`src/rtl/fp_narrow_cvt.sv`:
```
// -----------------------------------------------------------------------------
// fp_narrow_cvt
// Pipelined floating-point narrowing converter (default 52-bit -> 32-bit).
// Three stages, gated by a common clock enable:
//   S1 decompose/classify, S2 align to the output significand,
//   S3 round, detect overflow and pack.
// Special values bypass rounding. Flags are zero whenever o_vo is zero.
//
// Ports
//   i_clk       clock
//   i_rst       synchronous active-high reset (drops every in-flight op)
//   i_ce        clock enable; every stage register holds while low
//   i_vi        input valid (captured together with i_a and i_rm)
//   i_rm        rounding mode: 0 RNE, 1 RTZ, 2 RDN, 3 RUP, 4 RMM, 5-7 RNE
//   i_a         operand, FPWID_IN bits
//   o_o         result, FPWID_OUT bits
//   o_vo        result valid
//   o_inexact   rounded result differs from the exact value
//   o_overflow  finite input exceeds the output range after rounding
//   o_underflow tiny before rounding and inexact
//   o_invalid   input was a signalling NaN
// -----------------------------------------------------------------------------
module fp_narrow_cvt #(
    parameter int FPWID_IN  = 52,
    parameter int EXW_IN    = 11,
    parameter int FPWID_OUT = 32,
    parameter int EXW_OUT   = 8
) (
    input  logic                 i_clk,
    input  logic                 i_rst,
    input  logic                 i_ce,
    input  logic                 i_vi,
    input  logic [2:0]           i_rm,
    input  logic [FPWID_IN-1:0]  i_a,
    output logic [FPWID_OUT-1:0] o_o,
    output logic                 o_vo,
    output logic                 o_inexact,
    output logic                 o_overflow,
    output logic                 o_underflow,
    output logic                 o_invalid
);

    localparam int MW_IN    = FPWID_IN - 1 - EXW_IN;
    localparam int MW_OUT   = FPWID_OUT - 1 - EXW_OUT;
    localparam int EW       = EXW_IN + 2;
    localparam int BIAS_IN  = (1 << (EXW_IN - 1)) - 1;
    localparam int BIAS_OUT = (1 << (EXW_OUT - 1)) - 1;
    localparam int SH_MAX   = MW_OUT + 2;
    localparam int SHW      = $clog2(SH_MAX + 1);
    // Hidden bit + mantissa + room for every bit a saturated shift drops.
    localparam int EXT_W    = MW_IN + 1 + SH_MAX;

    localparam logic signed [EW-1:0] REBASE   = EW'(BIAS_OUT - BIAS_IN);
    localparam logic signed [EW-1:0] ONE_S    = EW'(1);
    localparam logic signed [EW-1:0] SH_MAX_S = EW'(SH_MAX);
    localparam logic signed [EW-1:0] EXP_OVF  = EW'((1 << EXW_OUT) - 1);

    localparam logic [2:0] RM_RTZ = 3'd1;
    localparam logic [2:0] RM_RDN = 3'd2;
    localparam logic [2:0] RM_RUP = 3'd3;
    localparam logic [2:0] RM_RMM = 3'd4;

    // ---------------- S1: decompose / classify ----------------
    logic              w_sign;
    logic [EXW_IN-1:0] w_expi;
    logic [MW_IN-1:0]  w_man;
    logic              w_exp_zero, w_exp_ones, w_man_zero;

    assign w_sign     = i_a[FPWID_IN-1];
    assign w_expi     = i_a[FPWID_IN-2 -: EXW_IN];
    assign w_man      = i_a[MW_IN-1:0];
    assign w_exp_zero = (w_expi == {EXW_IN{1'b0}});
    assign w_exp_ones = &w_expi;
    assign w_man_zero = (w_man == {MW_IN{1'b0}});

    logic                 r1_v, r1_sign, r1_zero, r1_den, r1_inf, r1_nan, r1_snan;
    logic [MW_IN-1:0]     r1_man;
    logic signed [EW-1:0] r1_e;
    logic [2:0]           r1_rm;

    // Stage-1 data capture: fields, class and exponent rebased to the output bias.
    always_ff @(posedge i_clk) begin
        if (i_ce) begin
            r1_sign <= w_sign;
            r1_man  <= w_man;
            r1_e    <= $signed({2'b00, w_expi}) + REBASE;
            r1_zero <= w_exp_zero & w_man_zero;
            r1_den  <= w_exp_zero & ~w_man_zero;
            r1_inf  <= w_exp_ones & w_man_zero;
            r1_nan  <= w_exp_ones & ~w_man_zero;
            r1_snan <= w_exp_ones & ~w_man_zero & ~w_man[MW_IN-1];
            r1_rm   <= i_rm;
        end
    end

    // ---------------- S2: align ----------------
    logic signed [EW-1:0] w_neg;
    logic [SHW-1:0]       w_sh;
    logic [EXT_W-1:0]     w_ext;
    logic [EXT_W-2:0]     w_frac;
    logic [MW_OUT-1:0]    w_sig;
    logic                 w_g, w_s, w_tiny;
    logic signed [EW-1:0] w_exp2;

    // Right-shift distance for results below the normal range, saturated so
    // that the whole significand lands in the sticky bits.
    always_comb begin
        w_neg = ONE_S - r1_e;
        w_sh  = {SHW{1'b0}};
        if (r1_e < ONE_S) begin
            if (w_neg > SH_MAX_S) begin
                w_sh = SHW'(SH_MAX);
            end else begin
                w_sh = w_neg[SHW-1:0];
            end
        end else begin
            w_sh = {SHW{1'b0}};
        end
    end

    assign w_ext  = {1'b1, r1_man, {SH_MAX{1'b0}}};
    // The hidden-bit position is dropped: it only matters when unshifted.
    assign w_frac = (EXT_W-1)'(w_ext >> w_sh);

    // Significand, guard and sticky; input denormals collapse to pure sticky.
    always_comb begin
        w_sig  = w_frac[EXT_W-2 -: MW_OUT];
        w_g    = w_frac[EXT_W-2-MW_OUT];
        w_s    = |w_frac[EXT_W-3-MW_OUT:0];
        w_tiny = (r1_e < ONE_S);
        if (r1_den) begin
            w_sig  = {MW_OUT{1'b0}};
            w_g    = 1'b0;
            w_s    = 1'b1;
            w_tiny = 1'b1;
        end else begin
            w_sig  = w_frac[EXT_W-2 -: MW_OUT];
        end
        w_exp2 = w_tiny ? {EW{1'b0}} : r1_e;
    end

    logic                 r2_v, r2_sign, r2_g, r2_s, r2_tiny, r2_zero, r2_inf, r2_nan, r2_snan;
    logic [MW_OUT-1:0]    r2_sig, r2_qman;
    logic signed [EW-1:0] r2_exp;
    logic [2:0]           r2_rm;

    // Stage-2 data capture; NaN payload is kept with its quiet bit forced.
    always_ff @(posedge i_clk) begin
        if (i_ce) begin
            r2_sign <= r1_sign;
            r2_sig  <= w_sig;
            r2_g    <= w_g;
            r2_s    <= w_s;
            r2_exp  <= w_exp2;
            r2_tiny <= w_tiny;
            r2_zero <= r1_zero;
            r2_inf  <= r1_inf;
            r2_nan  <= r1_nan;
            r2_snan <= r1_snan;
            r2_qman <= {1'b1, r1_man[MW_IN-2 -: MW_OUT-1]};
            r2_rm   <= r1_rm;
        end
    end

    // Valid chain through the first two stages.
    always_ff @(posedge i_clk) begin
        if (i_rst) begin
            r1_v <= 1'b0;
            r2_v <= 1'b0;
        end else if (i_ce) begin
            r1_v <= i_vi;
            r2_v <= r1_v;
        end
    end

    // ---------------- S3: round / pack ----------------
    logic                 w_inc, w_ovf_inf;
    logic [MW_OUT:0]      w_sum;
    logic signed [EW-1:0] w_exp_r;
    logic [FPWID_OUT-1:0] w_res;
    logic                 w_inx, w_ovf, w_unf, w_inv;

    // Rounding decision, then special/overflow/finite result selection.
    always_comb begin
        case (r2_rm)
            RM_RTZ:  w_inc = 1'b0;
            RM_RDN:  w_inc = r2_sign & (r2_g | r2_s);
            RM_RUP:  w_inc = ~r2_sign & (r2_g | r2_s);
            RM_RMM:  w_inc = r2_g;
            default: w_inc = r2_g & (r2_s | r2_sig[0]);
        endcase
        case (r2_rm)
            RM_RTZ:  w_ovf_inf = 1'b0;
            RM_RDN:  w_ovf_inf = r2_sign;
            RM_RUP:  w_ovf_inf = ~r2_sign;
            default: w_ovf_inf = 1'b1;
        endcase
        w_sum = {1'b0, r2_sig} + {{MW_OUT{1'b0}}, w_inc};
        // Carry-out bumps the exponent; a denormal carrying out becomes exp 1.
        w_exp_r = $signed(r2_exp + {{(EW-1){1'b0}}, w_sum[MW_OUT]});
        w_res = {FPWID_OUT{1'b0}};
        w_inx = 1'b0;
        w_ovf = 1'b0;
        w_unf = 1'b0;
        w_inv = 1'b0;
        if (r2_nan) begin
            w_res = {r2_sign, {EXW_OUT{1'b1}}, r2_qman};
            w_inv = r2_snan;
        end else if (r2_inf) begin
            w_res = {r2_sign, {EXW_OUT{1'b1}}, {MW_OUT{1'b0}}};
        end else if (r2_zero) begin
            w_res = {r2_sign, {(FPWID_OUT-1){1'b0}}};
        end else if (w_exp_r >= EXP_OVF) begin
            w_ovf = 1'b1;
            w_inx = 1'b1;
            if (w_ovf_inf) begin
                w_res = {r2_sign, {EXW_OUT{1'b1}}, {MW_OUT{1'b0}}};
            end else begin
                w_res = {r2_sign, {(EXW_OUT-1){1'b1}}, 1'b0, {MW_OUT{1'b1}}};
            end
        end else begin
            w_res = {r2_sign, w_exp_r[EXW_OUT-1:0], w_sum[MW_OUT-1:0]};
            w_inx = r2_g | r2_s;
            w_unf = r2_tiny & (r2_g | r2_s);
        end
    end

    // Output registers; result and flags are forced to zero for empty slots.
    always_ff @(posedge i_clk) begin
        if (i_rst) begin
            o_o         <= {FPWID_OUT{1'b0}};
            o_vo        <= 1'b0;
            o_inexact   <= 1'b0;
            o_overflow  <= 1'b0;
            o_underflow <= 1'b0;
            o_invalid   <= 1'b0;
        end else if (i_ce) begin
            o_o         <= r2_v ? w_res : {FPWID_OUT{1'b0}};
            o_vo        <= r2_v;
            o_inexact   <= r2_v & w_inx;
            o_overflow  <= r2_v & w_ovf;
            o_underflow <= r2_v & w_unf;
            o_invalid   <= r2_v & w_inv;
        end
    end

endmodule

```
`config.mk`:
```
export PLATFORM = sky130hd
export DESIGN_NAME = fp_narrow_cvt
export DESIGN_NICKNAME = d
export VERILOG_FILES = /design/src/rtl/fp_narrow_cvt.sv
export SDC_FILE = /design/constraint.sdc
export NUM_CORES = 1
export LEC_CHECK = 0
export CAP_MARGIN = 10
export CORE_ASPECT_RATIO = 0.9
export CORE_MARGIN = 10
export CORE_UTILIZATION = 45
export CTS_BUF_LIST = sky130_fd_sc_hd__clkbuf_4
export DETAILED_ROUTE_END_ITERATION = 6
export MAX_ROUTING_LAYER = met4
export PLACE_DENSITY_LB_ADDON = 0.05
export SLEW_MARGIN = 20
export SYNTH_ARGS = -nofsm -noshare
export SYNTH_HDL_FRONTEND = slang
export SYNTH_SLANG_ARGS = --single-unit
export TNS_END_PERCENT = 5
```
`constraint.sdc`:
```
create_clock -name i_clk -period 6.1 [get_ports i_clk]
set_input_delay 1.22 -clock i_clk [delete_from_list [all_inputs] [get_ports i_clk]]
set_output_delay 1.22 -clock i_clk [all_outputs]
set_load 0.02 [all_outputs]
```
==> metrics.csv, run 1 <==
metric;value;unit
global_route.usage.met3;3.04;%
final_min_period_over_clock_period;88.2;%
cts-root-to-sink-buffers;2;
yosys-top-cells-area;sky130_fd_sc_hd__edfxtp_1, sky130_fd_sc_hd__dfxtp_1, sky130_fd_sc_hd__nor2_1;
cap_violations;0;
area_growth;17.6;%
end_kind;register;
synthCells;939;
setup-tns-final;0;ns
die-height;156;µm
cts.repair.resized;0;
synth_simple_gate_area_share;18.7;%
initial_utilization;45.9;%
tritoncts;done;
totalPowerFinal;2.69;mW
main_combinational_cell_family_by_area_after_synthesis;compound AO/OA/AOI/OAI gates;
grt_use_total;21.7;%
worstSetupStartpoint;r1_e[1]$_DFFE_PP_;
synth_compound_area_share;20.8;%
cts.clk_slew.worst_paths;0.17;ns
critical_path.max_stage_delay;0.55;ns
synth_fa_ha_area_share;0.948;%
synth.cell_area;0.00924;mm²
yosys.cell_types.count;82;
grt_overflow;0;
path_max_fanout;12;
design.die.area;0.0267;mm²
slowest_stage;sky130_fd_sc_hd__or4_1;
synth_top_cell_area_share;42.6;%
grt_util_met1;30.3;%
detailed_place_hpwl;21.1;mm
dieWidth;171;µm
critPathRequiredTime;6.44;ns
synth.net_count;1005;
global_route_wire_length_before_repair;43.8;mm
worst_pin_slew;0.962;ns
insertion_delay;0.62;ns
crit_buf_inv;2;
synthMuxAreaShare;1.81;%
cts_inserted_buffers;17;
vias_in_the_first_global_route;7703;
drt_first_iter_violations;755;
post-route-min-period;5.38;ns
routed_wirelength;28.4;mm
global_route.peak_usage_layer;met2;
slew_viol_final;0;
path_class;reg -> reg;
post-cts-setup-buffers;0;
synthXorXnorAreaFrac;3.41;%
grt_use_met2;32.1;%
rows;49;
synth.most_common_cell;sky130_fd_sc_hd__edfxtp_1;
finClkSkew;0.0342;ns
quantity_of_hold_fixing_buffers_added_after_cts;0;
crit_path_start_kind;register;
critical_path.reg2reg.startpoint;r1_e[1]$_DFFE_PP_;
outcome;finished clean;
power_density;247;mW/mm²
routedWlPerCell;21.8;µm
timing.hold.worst.start;r1_snan$_DFFE_PP_;
synth_sequential_area_ratio;51.0;%
largest_area_contributor_in_the_netlist;sky130_fd_sc_hd__edfxtp_1;
clkSinkCount;170;
path_cells;inv_1, ha_1, or3b_2, nor4_2, o22ai_2, a211o_2, a21oi_2, buf_4, mux2_2, a222oi_1, o2111a_1, o21ai_1, a2111oi_2, o21ai_1, or4_1;
finalWeightedCongestion;0.977;
grt_start_max_net_pins;83;
drcViolationCount;0;
nNetsFinal;1098;
synth-async-reset-ratio;0;%
ant_nets;0;
cts-root-buf;sky130_fd_sc_hd__clkbuf_4;
worst_case_vdd_ir_drop;145;µV
vias_per_cell;6.11;
synth_area_per_cell;9.84;µm²
synth_enable_flop_cells;131;
slew_headroom;35.9;%
hp-class;reg -> reg;
critical-path-top-cell-by-count;sky130_fd_sc_hd__o21ai_1;
postSynthRegisterBits;170;
synth_top_cells_by_count;sky130_fd_sc_hd__edfxtp_1, sky130_fd_sc_hd__nor2_1, sky130_fd_sc_hd__nand2_1;
antenna_found_initial;1;
dr.pass1.iters;6;
core_region_area;0.0201;mm²
final_layout_size_suffix_gt1_share;9.28;%
top_level_ports;96;
routed-via-count;7958;
synth_flop_cell;sky130_fd_sc_hd__edfxtp_1;
ctsHtreeMaxLevel;4;
setup_violations;0;
grt_setup_unrepaired;false;
timing.fmax;186;MHz
fin_worst_hold_slack;0.442;ns
power.static_leakage;3.70;nW
timing.critical_path.max_delay_family;compound AO/OA/AOI/OAI gates;
finalHoldViolations;0;
worst_path_arrival_time;5.72;ns
yosysWarnings;0;
buffer_ports.inserted;95;
-- flip-flops by register name, indices dropped and copies added, names as in the netlist, 3 cells and up --
register,count
r1_rm,3
o_o,32
r2_sig,23
r2_qman,22
r1_e,13
r1_man,40
r2_rm,3
r2_exp,13
-- cells by family after synthesis --
logic type / after synthesis
other cells: 1
compound gates: 276
mux: 15
flops: 170
fa+ha+maj: 7
buf+inv: 73
simple gates: 361
xor+xnor: 36
-- path summary, 6_finish.rpt --
kind,endpoint,slack (ns),cells past startpoint
setup reg to reg,r2_s$_SDFFCE_PP1P_,0.72,15
hold / removal,r2_snan$_DFFE_PP_,0.44,0
setup / recovery,r2_s$_SDFFCE_PP1P_,0.72,15
hold reg to reg,r2_snan$_DFFE_PP_,0.44,0
-- metrics by stage --
stage          setup slack [ns]  instance area, µm²  utilization, %  instances
2_1_floorplan              1.44                9240               -        939
4_1_cts                   0.755               10900            54.0       1300
6_report                  0.717               10900            54.0       1302
3_5_place_dp              0.772               10500            52.4       1268
5_1_grt                   0.413               10900            54.0       1302
3_3_place_gp              0.900               10500            52.4       1268
-- per-layer routing --
layer	part of all wire, %	wire length [µm]
met5	0	0
met3	6.5	1830
met2	45	12700
met4	1.6	460
met1	47	13400
-- placed cells by master, fill, tap and decap left out, types with 22 or more instances in the layout --
cell type and instances:
sky130_fd_sc_hd__clkdlybuf4s50_1 94, sky130_fd_sc_hd__o21ai_0 39, sky130_fd_sc_hd__a21oi_1 75, sky130_fd_sc_hd__nor3_1 25, sky130_fd_sc_hd__nor2_1 102, sky130_fd_sc_hd__nand2_1 90, sky130_fd_sc_hd__nand3_1 45, sky130_fd_sc_hd__a221oi_1 22
sky130_fd_sc_hd__edfxtp_1 131, sky130_fd_sc_hd__buf_4 32, sky130_fd_sc_hd__dfxtp_1 39
-- power by group --
part           switching [mW]  internal [mW]  total (mW)
combinational           0.339          0.208       0.548
sequential             0.0785           1.33        1.41
clock                   0.461          0.268       0.729
-- final cells by class --
| class | count | area (µm²) |
|---|---|---|
| Fill cell | 1901 | 9250 |
| Sequential cell | 170 | 4710 |
| Multi-Input combinational cell | 696 | 4240 |
| Timing Repair Buffer | 127 | 1190 |
| Tap cell | 255 | 319 |
| Clock inverter | 14 | 180 |
| Clock buffer | 18 | 135 |
| Inverter | 20 | 75.1 |
| Antenna cell | 2 | 5.00 |
Power figures use the tool's default switching activity.
==> run 2: changes to the inputs <==
ABC_CLOCK_PERIOD_IN_PS = 6100   (was unset)
CORE_MARGIN = unset   (was 10)
==> run 2 against run 1 <==
  * Utilization barely moved
  * Sequential power about the same
  * Clock power is essentially flat
==> metrics.csv, run 2 (same netlist as run 1, synthesis figures left out) <==
metric;value;unit
setup_violations;0;
quantity_of_hold_fixing_buffers_added_after_cts;0;
cts.repair.resized;0;
cts-root-buf;sky130_fd_sc_hd__clkbuf_4;
power_density;247;mW/mm²
slew_viol_final;0;
detailed_place_hpwl;19.3;mm
cts.clk_slew.worst_paths;0.18;ns
design.die.area;0.0211;mm²
die-height;138;µm
finClkSkew;0.0353;ns
power.static_leakage;3.68;nW
worst_case_vdd_ir_drop;188;µV
slew_headroom;26.0;%
routed-via-count;7770;
cts_inserted_buffers;17;
antenna_found_initial;4;
grt_start_max_net_pins;96;
initial_utilization;46.1;%
grt_setup_unrepaired;false;
final_layout_size_suffix_gt1_share;8.57;%
vias_in_the_first_global_route;7078;
vias_per_cell;5.99;
clkSinkCount;170;
outcome;finished clean;
nNetsFinal;1091;
routed_wirelength;26.2;mm
buffer_ports.inserted;95;
final_min_period_over_clock_period;95.4;%
dr.pass1.iters;5;
critPathRequiredTime;6.43;ns
hp-class;reg -> reg;
cap_violations;0;
timing.critical_path.max_delay_family;compound AO/OA/AOI/OAI gates;
drcViolationCount;0;
area_growth;17.3;%
finalHoldViolations;0;
path_class;reg -> reg;
path_cells;inv_1, ha_1, or3b_2, nor4_2, o22ai_2, a2111oi_4, nor2_2, mux2_4, o2bb2ai_1, o21ai_0, a221oi_2, nand4_1, o31a_1, or4_1;
slowest_stage;sky130_fd_sc_hd__a2111oi_4;
cts-root-to-sink-buffers;2;
drt_first_iter_violations;745;
timing.fmax;172;MHz
tritoncts;done;
worst_pin_slew;1.11;ns
commonest_cells_after_routing_fill_and_taps_aside;sky130_fd_sc_hd__edfxtp_1, sky130_fd_sc_hd__nor2_1, sky130_fd_sc_hd__clkdlybuf4s50_1, sky130_fd_sc_hd__nand2_1, sky130_fd_sc_hd__a21oi_1;
crit_buf_inv;1;
end_kind;register;
top_flop_regs;r1_man (40), o_o (32), r2_sig (23);
finalInstanceArea;0.0108;mm²
post-cts-setup-buffers;0;
routedWlPerCell;20.2;µm
ctsHtreeMaxLevel;4;
grt_use_total;26.1;%
grt_overflow;0;
dieWidth;153;µm
registers.top_by_ff_count;r1_man;
path_max_fanout;18;
crit_path_start_kind;register;
final_common_cell;sky130_fd_sc_hd__edfxtp_1;
rows;49;
largest_reg_flops;40;
critical_path.max_stage_delay;0.98;ns
post-route-min-period;5.82;ns
core_region_area;0.0200;mm²
ant_nets;0;
global_route_wire_length_before_repair;40.6;mm
post_dp_cell_area;0.0105;mm²
insertion_delay;0.60;ns
top_level_ports;96;
finalWeightedCongestion;0.929;
worst_path_arrival_time;6.15;ns
setup-tns-final;0;ns
==> run 2: cell types whose count changed in the layout (fill, tap and decap cells not counted) <==
cell | previous run | this run
sky130_fd_sc_hd__clkbuf_4 | 18 | 17
sky130_fd_sc_hd__inv_6 | 1 | 3
sky130_fd_sc_hd__a21boi_4 | 0 | 1
sky130_fd_sc_hd__a21boi_2 | 1 | 0
sky130_fd_sc_hd__buf_4 | 32 | 24
sky130_fd_sc_hd__a2111oi_1 | 1 | 0
sky130_fd_sc_hd__inv_8 | 4 | 5
sky130_fd_sc_hd__inv_4 | 4 | 2
sky130_fd_sc_hd__buf_12 | 0 | 1
sky130_fd_sc_hd__a21oi_1 | 75 | 76
sky130_fd_sc_hd__diode_2 | 2 | 4
sky130_fd_sc_hd__a2111oi_0 | 4 | 5
sky130_fd_sc_hd__a21oi_2 | 2 | 1
==> run 2: worst paths after layout <==
| check | cells past startpoint | slack [ns] | from | end |
|---|---|---|---|---|
| worst min register to register | 0 | 0.44 | r1_rm[0]$_DFFE_PP_ | r2_rm[0]$_DFFE_PP_ |
| worst min-delay path | 0 | 0.44 | r1_rm[0]$_DFFE_PP_ | r2_rm[0]$_DFFE_PP_ |
| worst max-delay path | 14 | 0.28 | r1_e[1]$_DFFE_PP_ | r2_s$_SDFFCE_PP1P_ |
| worst max register to register | 14 | 0.28 | r1_e[1]$_DFFE_PP_ | r2_s$_SDFFCE_PP1P_ |
==> run 2: layout make-up <==
type | count | area, µm²
sequential | 170 | 4710
clock buffer | 17 | 128
antenna | 4 | 10.0
tap | 255 | 319
fill | 1852 | 9210
clock inverter | 15 | 196
inverter | 20 | 75.1
multi-input combinational | 696 | 4240
timing repair buffer | 120 | 1150
==> run 2: per-layer routing <==
| layer | global-route usage [%] | vias up | wire length [µm] |
|---|---|---|---|
| li1 | - | 3778 | - |
| met1 | 36.5 | 3643 | 12500 |
| met2 | 37.8 | 304 | 11200 |
| met3 | 5.34 | 45 | 1810 |
| met4 | 8.70 | 0 | 648 |
| met5 | - | - | 0 |
==> run 2: stage by stage <==
stage / cells / hold WS (ns) / total power, mW / setup WS, ns / util, %
floorplan: 939 / 0.400 / 1.74 / 1.44 / -
global placement: 1261 / 0.404 / 1.96 / 0.589 / 52.3
detailed placement: 1261 / 0.405 / 1.96 / 0.433 / 52.4
CTS: 1293 / 0.429 / 2.68 / 0.412 / 54.0
global route: 1297 / 0.432 / 2.80 / 0.00119 / 54.1
finish: 1297 / 0.440 / 2.68 / 0.281 / 54.1
==> run 2: report_power, final <==
part           switching [mW]  total [mW]  leakage, nW  internal [mW]
combinational           0.333       0.539         1.88          0.205
clock                   0.464       0.732        0.177          0.269
sequential             0.0763        1.41         1.62           1.33
total                   0.873        2.68         3.68           1.81
==> run 2: worst register-to-register path, stage by stage, from the launching register on <==
cell and delay, ns:
sky130_fd_sc_hd__edfxtp_1 0.55, sky130_fd_sc_hd__inv_1 0.21, sky130_fd_sc_hd__ha_1 0.36, sky130_fd_sc_hd__or3b_2 0.50, sky130_fd_sc_hd__nor4_2 0.25, sky130_fd_sc_hd__o22ai_2 0.21, sky130_fd_sc_hd__a2111oi_4 0.99, sky130_fd_sc_hd__nor2_2 0.35
sky130_fd_sc_hd__mux2_4 0.43, sky130_fd_sc_hd__o2bb2ai_1 0.19, sky130_fd_sc_hd__o21ai_0 0.18, sky130_fd_sc_hd__a221oi_2 0.37, sky130_fd_sc_hd__nand4_1 0.14, sky130_fd_sc_hd__o31a_1 0.35, sky130_fd_sc_hd__or4_1 0.50
==> run 3: changes to the inputs <==
CTS_CLUSTER_SIZE = 40   (was unset)
==> results of run 3 <==
The final DEF is identical to that of run 2; final timing and power are the same.
